## config.mk

```make
export PLATFORM = sky130hd
export DESIGN_NAME = bht_stats_mmio
export DESIGN_NICKNAME = d
export VERILOG_FILES = /design/src/rtl/bht_stats_pkg.sv /design/src/rtl/bht_stats_mmio_perf_ctr.sv /design/src/rtl/bht_stats_mmio.sv
export SDC_FILE = /design/constraint.sdc
export NUM_CORES = 1
export LEC_CHECK = 0
export CORE_AREA = 2 2 222 224
export DETAILED_ROUTE_END_ITERATION = 10
export DIE_AREA = 0 0 224 226
export PLACE_DENSITY = 0.38
export SYNTH_ARGS = -nofsm -noshare
export SYNTH_HDL_FRONTEND = slang
export SYNTH_SLANG_ARGS = --single-unit
```

## constraint.sdc

```tcl
create_clock -name clk -period 3.2 [get_ports clk]
set_input_delay 0.64 -clock clk [delete_from_list [all_inputs] [get_ports clk]]
set_output_delay 0.64 -clock clk [all_outputs]
set_load 0.01 [all_outputs]
```

## src/rtl/bht_stats_pkg.sv

```systemverilog
// Purpose: shared register map, CTRL bit positions and responder states for bht_stats_mmio.
// Latency: n/a (declarations only).
// Backpressure: n/a.
// Contents: byte offsets of the window registers, CTRL bit indices, resp_state_t.
package bht_stats_pkg;

   // Byte offsets inside the 32-byte window (address bits [1:0] are ignored by the decoder)
   localparam logic [4:0] CTRL_OFS = 5'h00;
   localparam logic [4:0] PRED_OFS = 5'h04;
   localparam logic [4:0] MISP_OFS = 5'h08;
   localparam logic [4:0] CORR_OFS = 5'h0C;
   localparam logic [4:0] CYC_OFS  = 5'h10;

   // CTRL write bits
   localparam int SNAP_BIT = 0;
   localparam int CLR_BIT  = 1;

   typedef enum logic {
      IDLE = 1'b0,
      RESP = 1'b1
   } resp_state_t;

endpackage

```

## src/rtl/bht_stats_mmio_perf_ctr.sv

```systemverilog
// Purpose: one wrapping event counter with synchronous clear and a wrap pulse.
// Latency: count visible the cycle after i_inc; o_wrap is combinational in the wrapping cycle.
// Backpressure: none, counts every qualified cycle.
// Ports: clk, rst_n | i_inc (count this cycle), i_clr (zero, wins over i_inc) | o_cnt, o_wrap.
module perf_ctr #(
   parameter int W = 32
) (
   input  logic         clk,
   input  logic         rst_n,
   input  logic         i_inc,
   input  logic         i_clr,
   output logic [W-1:0] o_cnt,
   output logic         o_wrap
);

   logic [W-1:0] r_cnt;

   always_ff @(posedge clk or negedge rst_n) begin
      if (!rst_n) begin
         r_cnt <= '0;
      end else if (i_clr) begin
         r_cnt <= '0;
      end else if (i_inc) begin
         r_cnt <= r_cnt + W'(1);
      end
   end

   assign o_cnt  = r_cnt;
   // A wrap suppressed by clear must not re-arm the overflow flag that clear is resetting
   assign o_wrap = i_inc & ~i_clr & (&r_cnt);

endmodule

```

## src/rtl/bht_stats_mmio.sv

```systemverilog
// Purpose: memory-mapped branch-predictor statistics (live counters, atomic snapshot, clear).
// Latency: mem_resp exactly 1 cycle after a hit request is sampled; one request per 2 cycles.
// Backpressure: master holds mem_read/mem_write until mem_resp; requests during RESP are ignored.
// Ports: clk, rst_n | pred_event, mispredict (event inputs) |
//        mem_read, mem_write, mem_address, mem_wdata, mem_byte_enable (request) |
//        mem_rdata, mem_resp (completion).
module bht_stats_mmio
   import bht_stats_pkg::*;
#(
   parameter logic [31:0] BASE_ADDR = 32'hFFFF_F000,
   parameter int          CTR_W     = 32
) (
   input  logic        clk,
   input  logic        rst_n,
   input  logic        pred_event,
   input  logic        mispredict,
   input  logic        mem_read,
   input  logic        mem_write,
   input  logic [31:0] mem_address,
   input  logic [31:0] mem_wdata,
   input  logic [3:0]  mem_byte_enable,
   output logic [31:0] mem_rdata,
   output logic        mem_resp
);

   resp_state_t r_state;
   resp_state_t w_state_nxt;

   logic [CTR_W-1:0] w_pred_cnt, w_misp_cnt, w_cyc_cnt;
   logic             w_pred_wrap, w_misp_wrap, w_cyc_wrap;

   logic [CTR_W-1:0] r_snap_pred, r_snap_misp, r_snap_cyc;
   logic             r_snap_vld;
   logic             r_ovf;
   logic [31:0]      r_rdata;

   logic        w_hit, w_accept, w_wr, w_ctrl_wr, w_snap, w_clr;
   logic [4:0]  w_ofs;
   logic [31:0] w_rd_val;
   logic [CTR_W-1:0] w_snap_corr;

   // Address bits that the decoder intentionally ignores
   logic w_unused_ok;
   assign w_unused_ok = &{1'b0, mem_address[1:0], mem_wdata[31:2], mem_byte_enable[3:1]};

   // ---------------- request decode ----------------
   assign w_hit     = (mem_address[31:5] == BASE_ADDR[31:5]);
   assign w_accept  = (r_state == IDLE) & (mem_read | mem_write) & w_hit;
   // read+write together is treated as a write
   assign w_wr      = w_accept & mem_write;
   assign w_ofs     = {mem_address[4:2], 2'b00};
   assign w_ctrl_wr = w_wr & (w_ofs == CTRL_OFS) & mem_byte_enable[0];
   assign w_snap    = w_ctrl_wr & mem_wdata[SNAP_BIT];
   assign w_clr     = w_ctrl_wr & mem_wdata[CLR_BIT];

   // ---------------- live counters ----------------
   perf_ctr #(.W(CTR_W)) u_pred_ctr (
      .clk    (clk),
      .rst_n  (rst_n),
      .i_inc  (pred_event),
      .i_clr  (w_clr),
      .o_cnt  (w_pred_cnt),
      .o_wrap (w_pred_wrap)
   );

   perf_ctr #(.W(CTR_W)) u_misp_ctr (
      .clk    (clk),
      .rst_n  (rst_n),
      .i_inc  (mispredict),
      .i_clr  (w_clr),
      .o_cnt  (w_misp_cnt),
      .o_wrap (w_misp_wrap)
   );

   perf_ctr #(.W(CTR_W)) u_cyc_ctr (
      .clk    (clk),
      .rst_n  (rst_n),
      .i_inc  (1'b1),
      .i_clr  (w_clr),
      .o_cnt  (w_cyc_cnt),
      .o_wrap (w_cyc_wrap)
   );

   // ---------------- snapshot / status ----------------
   // Snapshot reads the pre-edge counter values, so a same-cycle event counts live only,
   // and a combined snapshot+clear captures the values before they are zeroed.
   always_ff @(posedge clk or negedge rst_n) begin
      if (!rst_n) begin
         r_snap_pred <= '0;
         r_snap_misp <= '0;
         r_snap_cyc  <= '0;
      end else if (w_snap) begin
         r_snap_pred <= w_pred_cnt;
         r_snap_misp <= w_misp_cnt;
         r_snap_cyc  <= w_cyc_cnt;
      end
   end

   always_ff @(posedge clk or negedge rst_n) begin
      if (!rst_n) begin
         r_snap_vld <= 1'b0;
         r_ovf      <= 1'b0;
      end else begin
         // snapshot+clear leaves a valid snapshot behind
         if (w_snap) begin
            r_snap_vld <= 1'b1;
         end else if (w_clr) begin
            r_snap_vld <= 1'b0;
         end

         if (w_clr) begin
            r_ovf <= 1'b0;
         end else if (w_pred_wrap | w_misp_wrap | w_cyc_wrap) begin
            r_ovf <= 1'b1;
         end
      end
   end

   // ---------------- read mux ----------------
   assign w_snap_corr = r_snap_pred - r_snap_misp;

   always_comb begin
      w_rd_val = '0;
      if (!mem_write) begin
         unique case (w_ofs)
            CTRL_OFS: w_rd_val = {30'd0, r_ovf, r_snap_vld};
            PRED_OFS: w_rd_val = 32'(r_snap_pred);
            MISP_OFS: w_rd_val = 32'(r_snap_misp);
            CORR_OFS: w_rd_val = 32'(w_snap_corr);
            CYC_OFS:  w_rd_val = 32'(r_snap_cyc);
            default:  w_rd_val = '0;
         endcase
      end
   end

   // Load data is captured at the accepting edge and held until the next accepted request
   always_ff @(posedge clk or negedge rst_n) begin
      if (!rst_n) begin
         r_rdata <= '0;
      end else if (w_accept) begin
         r_rdata <= w_rd_val;
      end
   end

   assign mem_rdata = r_rdata;

   // ---------------- responder FSM ----------------
   always_ff @(posedge clk or negedge rst_n) begin
      if (!rst_n) begin
         r_state <= IDLE;
      end else begin
         r_state <= w_state_nxt;
      end
   end

   always_comb begin
      w_state_nxt = r_state;
      mem_resp    = 1'b0;
      unique case (r_state)
         IDLE: begin
            if (w_accept) begin
               w_state_nxt = RESP;
            end
         end
         RESP: begin
            mem_resp    = 1'b1;
            w_state_nxt = IDLE;
         end
         default: w_state_nxt = IDLE;
      endcase
   end

endmodule

```

Word level (Yosys, flattened, before mapping)
Cells that the tools add are included.
{ "word_totals": {"register_bits": 227, "out_inout_bits": 33, "wordCells": 58} }
{ "op_classes": {"n_addsub": 4, "n_eq_ne": 5, "muxes": 14, "bitwise": 17, "n_reduce_logical": 8} }
{ "ops": {"columns": ["cell", "n"], "rows": [
  ["32-bit two-way mux", 6],
  ["32-bit one-hot mux with 5 select lines", 1],
  ["32-bit by 1-bit adder with 32-bit output, second input constant", 3],
  ["32-bit AND reduction", 3],
  ["32-bit subtractor", 1],
  ["27-bit == test, second input constant", 1],
  ["1-bit AND", 12],
  ["2-bit nonzero test", 4],
  ["3-bit by 2-bit == test with 1-bit output, second input constant", 2],
  ["1-bit two-way mux", 6],
  ["5-bit zero test", 1],
  ["3-bit by 1-bit == test with 1-bit output, second input constant", 1],
  ["3-bit == test, second input constant", 1],
  ["1-bit OR", 3],
  ["1-bit inverter", 2],
  ["1-bit one-hot mux with 2 select lines", 1]
]} }

Longest topological paths before layout
Gate-level depths: netlist of the first run.
{ "logic_depth": {"ltp_word": 14, "depth_mapped": 13, "depth_no_buf": 13} }

By module
From an unflattened synthesis of the first run, not the netlist that was laid out.
{ "hier_totals": {"cells_unflattened": 1214, "area_unflattened_um2": 12420.7} }
{ "by_module_without_submodules": {"columns": ["module", "instances", "cells_each", "area_each_um2", "seq_area_each_um2"], "rows": [
  ["bht_stats_mmio", 1, 687, 7402.1, 3278.1],
  ["perf_ctr at u_cyc_ctr ...", 2, 175, 1662.8, 800.8],
  ["perf_ctr at u_pred_ctr", 1, 177, 1692.9, 800.8]
]} }

Worst setup path after synthesis of the first run
Ideal clock, no wire load.
{ "synth_path": {"path_kind": "register to register", "from": "register r_snap_pred[0]", "to": "register r_rdata[30], in the netlist mem_rdata[30]", "setup_ns": 0.077, "arrival_time_ns": 2.648, "required_time_ns": 3.123, "slack_ns": 0.474, "path_stages_with_launch": 14, "n_path_buf": 0, "period_less_slack_ns": 2.726, "cell_sequence": "dfrtp_1 -> inv_1 -> ha_1 -> fa_1 -> nor2b_1 -> o31a_1 -> o21ba_4 -> o211ai_2 -> o31a_1 -> o211a_1 -> nor3_2 -> a31oi_1 -> xor2_1 -> o21ai_1"} }
{ "synth_via": {"elab_chain_len": 3} }
{ "synth_rtl": {"columns": ["item", "line", "text"], "rows": [
  ["from (decl)", "bht_stats_mmio.sv:32", "logic [CTR_W-1:0] r_snap_pred, r_snap_misp, r_snap_cyc;"],
  ["from (signal assigned)", "bht_stats_mmio.sv:93", "r_snap_pred <= w_pred_cnt;"],
  ["32-bit subtractor", "bht_stats_mmio.sv:120", "assign w_snap_corr = r_snap_pred - r_snap_misp;"],
  ["32-bit one-hot mux with 5 select lines", "bht_stats_mmio.sv:125", "unique case (w_ofs)"],
  ["32-bit two-way mux", "bht_stats_mmio.sv:124", "if (!mem_write) begin"],
  ["to (signal assigned)", "bht_stats_mmio.sv:141", "r_rdata <= w_rd_val;"],
  ["to (decl)", "bht_stats_mmio.sv:35", "logic [31:0] r_rdata;"]
]} }
No other way between the ends.
A chain may end at the register's enable or synchronous reset.

Final worst setup path of the first run
{ "layout_path": {"from": "register r_snap_pred[0]", "to": "register r_rdata[26], in the netlist mem_rdata[26]"} }
The elaborated chain is that of the path after synthesis.

==> flow_metrics.env, run 1 <==
export IMPL_outcome="complete, no violations"
export IMPL_drt_iter0_drc=402
export IMPL_syn_to_final_growth_pct=23.9
export IMPL_combPwrFrac=0.054
export IMPL_core_sq_mm=0.0483
export IMPL_synthAdderAreaFrac=0.0385
export IMPL_fin_area_sq_mm=0.0147
export IMPL_p_sw_mw=1.59
export IMPL_synth_top_cell_by_area="dfrtp_1"
export IMPL_grt_pass1_wl_mm=54.1
export IMPL_netlist_area_sq_mm=0.0119
export IMPL_cp_start_kind="flip-flop"
export IMPL_syn_num_nets=1279
export IMPL_cp_max_fo=3
export IMPL_row_count=81
export IMPL_worstHoldPathType="input pin to asynchronous set/reset pin"
export IMPL_diodes=0
export IMPL_swShare=0.241
export IMPL_fp_dieH_microns=226
export IMPL_synth_top_family_by_area="simple AND/OR/NAND/NOR gates"
export IMPL_crit_slowest_cell="o31a_1"
export IMPL_postPlaceCellArea_sq_mm=0.0138
export IMPL_max_slew_margin=0.603
export IMPL_start_util=0.246
export IMPL_grt_use_total=0.136
export IMPL_seqPwrFrac=0.466
export IMPL_ys_top_cells_by_area="dfrtp_1 (48%), mux2_2 (8.4%), xor2_1 (5.6%)"
export IMPL_root_buffer="clkbuf_16"
export IMPL_crit_path_end_kind="flip-flop"
export IMPL_avgViaCountPerCell=4.60
export IMPL_ant_nets=0
export IMPL_finalWirelength_mm=33.8
export IMPL_grt_ovfl_total=0
export IMPL_drive_above_1_share=0.175
export IMPL_post_synth_cell_area_avg_sq_um=10.2
export IMPL_p_per_area_mw_per_mm2=449
export IMPL_synth_top_area_frac=0.478
export IMPL_grt_max_degree=72
export IMPL_yosys_area_share_simple=0.154
export IMPL_drcViolationCount=0
export IMPL_yosys_register_bits=227
export IMPL_io_buffers=71
export IMPL_fmax_ghz=0.328
export IMPL_clock_skew_ns=0.0100
export IMPL_finalCoreUtilization=0.305
export IMPL_cp_required_ns=3.61
export IMPL_syn_inst=1169
export IMPL_cts_tree="done"
export IMPL_ios=107
export IMPL_synth_edf_count=0
export IMPL_vias=8875
export IMPL_leakagePower_nw=6.68
export IMPL_synthMuxAreaShare=0.0932
export IMPL_drv_slew=0
export IMPL_fin_crit_ns=3.05
export IMPL_die_w_microns=224
export IMPL_clk_pin_slew_worst_paths_ns=0.06
export IMPL_rsz0062_at_grt="false"
export IMPL_crit_family="compound AO/OA/AOI/OAI gates"
export IMPL_die_area_sq_mm=0.0506
export IMPL_critPathArrivalTime_ns=3.46
export IMPL_max_stage_delay_ns=0.40
export IMPL_numCtsBuffers=28
export IMPL_layout_nets=1395
export IMPL_yosysSeqAreaShare=0.478
export IMPL_path_buf_inv=1
export IMPL_h_tree_depth=1
export IMPL_synth_compound_area_frac=0.114
export IMPL_path_cells="inv_1, ha_1, fa_2, nor2b_4, o31a_1, o21ba_4, o211ai_2, o31a_1, o21ai_0, xor2_1, a221oi_1, o21ai_0"
export IMPL_ys_types=62
export IMPL_internal_power_mw=5.02
export IMPL_ys_flop_type="dfrtp_1"
export IMPL_grt_pass1_vias=9286
export IMPL_dp_hpwl_mm=23.9
export IMPL_hold_buffers=0
export IMPL_tightest_slew_ns=0.596
export IMPL_clock_latency_ns=0.55
export IMPL_synth_xor_xnor_area_share=0.0877
export IMPL_yosys_warnings=0
export IMPL_cts_sinks=227
export IMPL_cts_path_max_buffers=3
export IMPL_ir_worst_vdd_v=0.000333
export IMPL_asyncSetResetFlopFracSynth=1.00
export IMPL_setup_viol=0
export IMPL_finalCritPeriodShare=0.954
export IMPL_drt_pass1_iterations=4
export IMPL_antenna_found_initial=1
export IMPL_drv_cap=0
export IMPL_power_frac_clock=0.479
export IMPL_gp_congestion=0.783
export IMPL_routedWlPerCell_microns=17.5
export IMPL_final_hold_viol_count=0
export IMPL_path_class="flip-flop to flip-flop"
[flip-flops by register name, summed over array words and instances (netlist names)]
signal / flops
r_snap_misp: 32
r_snap_vld: 1
r_snap_cyc: 32
u_cyc_ctr.o_cnt: 32
mem_rdata: 32
r_snap_pred: 32
u_misp_ctr.o_cnt: 32
r_ovf: 1
u_pred_ctr.o_cnt: 32
r_state: 1
[metrics by stage]
| stage | hold slack, ns | cells | setup TNS [ns] | worst slack, ns | total power [mW] |
|---|---|---|---|---|---|
| after floorplan | 0.344 | 1169 | 0 | 0.474 | 3.27 |
| after global placement | 0.470 | 1877 | -0.323 | -0.264 | 3.50 |
| after detailed placement | 0.477 | 1877 | -0.335 | -0.256 | 3.51 |
| after CTS | 0.0602 | 1928 | 0 | 0.0151 | 6.76 |
| after global routing | 0.0804 | 1928 | 0 | 0.00967 | 6.92 |
| final | 0.0539 | 1928 | 0 | 0.147 | 6.61 |
[logic make-up (layout without fill, tap and decap cells)]
kind of cell	Yosys count	count (layout)
adder cells (fa/ha/maj)	36	36
multiplexers	97	97
AND/OR/NAND/NOR	389	389
flip-flops	227	227
buffers and inverters	97	234
AO/OA/AOI/OAI	204	204
XOR/XNOR	119	119
[cell usage after synthesis, types with 9 or more instances]
library cell and instances:
and3_1 15, nand4_1 35, clkbuf_1 27, nor3_1 9, o21ai_0 57, dfrtp_1 227, xnor2_1 43, ha_1 35
nand3_1 30, inv_1 45, a21o_1 14, nor2_1 152, xor2_1 76, a21oi_1 31, buf_2 20, nor2b_1 10
nand2_1 95, a221oi_1 17, mux2_2 89, a22oi_1 47
[layout by cell type (no fill, tap or decap), types with 3 or more instances in the layout]
cell               n
dfrtp_1          227
nor2_1           152
nand2_1           95
mux2_2            89
xor2_1            76
clkdlybuf4s50_1   69
buf_4             59
o21ai_0           57
a22oi_1           47
inv_1             45
xnor2_1           43
nand4_1           35
ha_1              35
a21oi_1           31
nand3_1           30
clkbuf_16         29
a221oi_1          17
and3_1            15
a21o_1            14
clkbuf_1           9
buf_12             8
nor3_1             7
nor2b_1            7
clkinv_2           6
or3_1              5
and4_1             5
nand2b_1           5
mux2_4             5
and2_1             5
nor4_1             4
o21a_1             4
nor3_2             4
clkbuf_8           4
nand3b_1           3
o31a_1             3
o211a_1            3
o21bai_1           3
o22ai_1            3
mux2i_1            3
[layer usage]
metal  global-route usage  share of wire  up-vias  routed length (microns)
met5                    0        0.00038        -                       13
met4               0.0394          0.021        2                      717
met3               0.0187          0.046       49                     1560
met2                0.218           0.44      147                    15000
met1                0.192           0.49     4343                    16500
li1                     -              -     4334                        -
[layout make-up]
cell class	instances	area, sq um
clock buffers	42	815
clock inverters	9	97.6
fillers	5007	33600
inverters	45	169
multi-input cells	845	5870
flip-flops and latches	227	5680
well taps	622	778
repair buffers	138	1310
[worst paths after layout]
kind,start,endpoint,slack (ns),cells after the start
worst max register to register,r_snap_pred[0],mem_rdata[26],0.15,12
worst min register to register,mem_rdata[3],mem_rdata[3],0.48,2
max in group asynchronous,rst_n,r_snap_pred[8],2.31,2
worst min-delay path,rst_n,u_misp_ctr.o_cnt[25],0.05,1
min in group clk,mem_rdata[3],mem_rdata[3],0.48,2
worst max-delay path,r_snap_pred[0],mem_rdata[26],0.15,12
[power by group through the flow]
stage	clock (mW)	combinational, mW	sequential (mW)
2_1_floorplan	0	0.188	3.09
3_3_place_gp	0	0.367	3.14
3_5_place_dp	0	0.370	3.14
4_1_cts	3.30	0.370	3.09
5_1_grt	3.41	0.412	3.10
6_report	3.17	0.359	3.08
[repair_timing]
item,in CTS,in global routing
pin swaps,2,4
gates resized for setup,3,8
setup endpoints to repair,4,7
cloned,0,0
buffers inserted,0,0
Power figures use the tool's default switching activity.
==> inputs of run 2 (changes only) <==
RECOVER_POWER = 25   (was not set)
==> flow_metrics.env, run 2 (synthesized netlist as in run 1, its figures left out) <==
export IMPL_final_common_cell="dfrtp_1"
export IMPL_row_count=81
export IMPL_grt_ovfl_total=0
export IMPL_place_inst=1877
export IMPL_violations="capacitance limit, slew limit"
export IMPL_power_frac_clock=0.479
export IMPL_grt_pass1_vias=9286
export IMPL_max_slew_margin=-0.273
export IMPL_leakagePower_nw=6.68
export IMPL_drv_slew=71
export IMPL_clock_latency_ns=0.55
export IMPL_drv_cap=1
export IMPL_syn_to_final_growth_pct=23.7
export IMPL_fin_area_sq_mm=0.0147
export IMPL_postPlaceCellArea_sq_mm=0.0138
export IMPL_cts_tree="done"
export IMPL_finalPower_mw=6.61
export IMPL_start_util=0.246
export IMPL_finalCoreUtilization=0.304
export IMPL_crit_path_end_kind="flip-flop"
export IMPL_dp_hpwl_mm=23.9
export IMPL_layout_nets=1395
export IMPL_whs_ns=0.481
export IMPL_routedWlPerCell_microns=17.5
export IMPL_swShare=0.241
export IMPL_setup_viol=0
export IMPL_die_area_sq_mm=0.0506
export IMPL_finalWirelength_mm=33.8
export IMPL_ios=107
export IMPL_finalWorstSetupSlack_ns=0.136
export IMPL_finalCritPeriodShare=0.958
export IMPL_clock_skew_ns=0.0113
export IMPL_die_w_microns=224
export IMPL_drt_pass1_iterations=4
export IMPL_path_class="flip-flop to flip-flop"
export IMPL_numCtsBuffers=28
export IMPL_diodes=0
export IMPL_combPwrFrac=0.054
export IMPL_cts_path_max_buffers=3
export IMPL_core_sq_mm=0.0483
export IMPL_layout_common_cells="dfrtp_1 (227), nor2_1 (152), nand2_1 (95), mux2_2 (89), xor2_1 (76)"
export IMPL_worstHoldPathType="flip-flop to flip-flop"
export IMPL_seqPwrFrac=0.467
export IMPL_grt_pass1_wl_mm=54.1
export IMPL_grt_max_degree=72
export IMPL_fp_dieH_microns=226
export IMPL_fmax_ghz=0.326
export IMPL_hold_buffers=0
export IMPL_ir_worst_vdd_v=0.000333
export IMPL_root_buffer="clkbuf_16"
export IMPL_clk_pin_slew_worst_paths_ns=0.06
export IMPL_drt_iter0_drc=401
export IMPL_final_hold_viol_count=0
export IMPL_dp_slack_ns=-0.256
export IMPL_antenna_found_initial=1
export IMPL_critPathArrivalTime_ns=3.47
export IMPL_io_buffers=71
export IMPL_drcViolationCount=0
export IMPL_gp_congestion=0.783
export IMPL_rsz0062_at_grt="false"
export IMPL_cp_max_fo=3
export IMPL_cts_sinks=227
export IMPL_internal_power_mw=5.02
export IMPL_cp_start_kind="flip-flop"
export IMPL_outcome="finished with violations"
export IMPL_drive_above_1_share=0.175
export IMPL_p_per_area_mw_per_mm2=450
export IMPL_grt_use_total=0.136
export IMPL_tightest_slew_ns=1.91
export IMPL_avgViaCountPerCell=4.61
export IMPL_layout_cells_non_filler=1928
export IMPL_finalSetupTns_ns=0
export IMPL_ant_nets=0
export IMPL_cts_setup_buffers=0
export IMPL_p_sw_mw=1.59
export IMPL_h_tree_depth=1
export IMPL_vias=8880
export IMPL_cp_required_ns=3.61
export IMPL_fin_crit_ns=3.06
[run 2: changes by cell type in the layout (fill, tap and decap cells not counted)]
cell,before,now
buf_12,8,7
buf_8,1,0
clkbuf_2,0,1
clkbuf_4,0,1
[run 2: power by group through the flow]
stage / registers (mW) / clock network, mW / logic [mW]
finish: 3.08 / 3.17 / 0.356
floorplan: 3.09 / 0 / 0.188
global placement: 3.14 / 0 / 0.367
global route: 3.10 / 3.41 / 0.409
CTS: 3.09 / 3.30 / 0.370
detailed placement: 3.14 / 0 / 0.370
[run 2: path summary, 6_finish.rpt]
path	from	endpoint	slack, ns	depth (start not counted)
hold / removal	mem_rdata[3]	mem_rdata[3]	0.48	2
hold reg to reg	mem_rdata[3]	mem_rdata[3]	0.48	2
setup / recovery	r_snap_pred[0]	mem_rdata[26]	0.14	12
min in group asynchronous	rst_n	u_misp_ctr.o_cnt[25]	0.60	1
max in group asynchronous	rst_n	r_snap_misp[6]	0.77	2
setup reg to reg	r_snap_pred[0]	mem_rdata[26]	0.14	12
[run 2: final cells by class]
class                   count  area [sq um]
fillers                  5010         33600
multi-input cells         845          5870
flip-flops and latches    227          5680
repair buffers            138          1290
clock buffers              42           815
well taps                 622           778
inverters                  45           169
clock inverters             9          97.6
[run 2: what timing repair did]
action                                  4_1_cts  5_1_grt
pin swaps                                     2        4
resized for setup                             3        8
endpoints found under the setup margin        4        7
[run 2: worst max-delay path, stage by stage (launching register included)]
cell and delay [ns]:
dfrtp_1 0.34, inv_1 0.06, ha_1 0.20, fa_2 0.38
nor2b_4 0.14, o31a_1 0.22, o21ba_4 0.20, o211ai_2 0.14
o31a_1 0.40, o21ai_0 0.23, xor2_1 0.09, a221oi_1 0.39
o21ai_0 0.13
[run 2: routing by layer]
metal	track usage	wire [microns]	part of all wire
met5	0	13	0.00038
met2	0.218	15100	0.45
met4	0.0394	705	0.021
met1	0.192	16600	0.49
met3	0.0187	1400	0.041
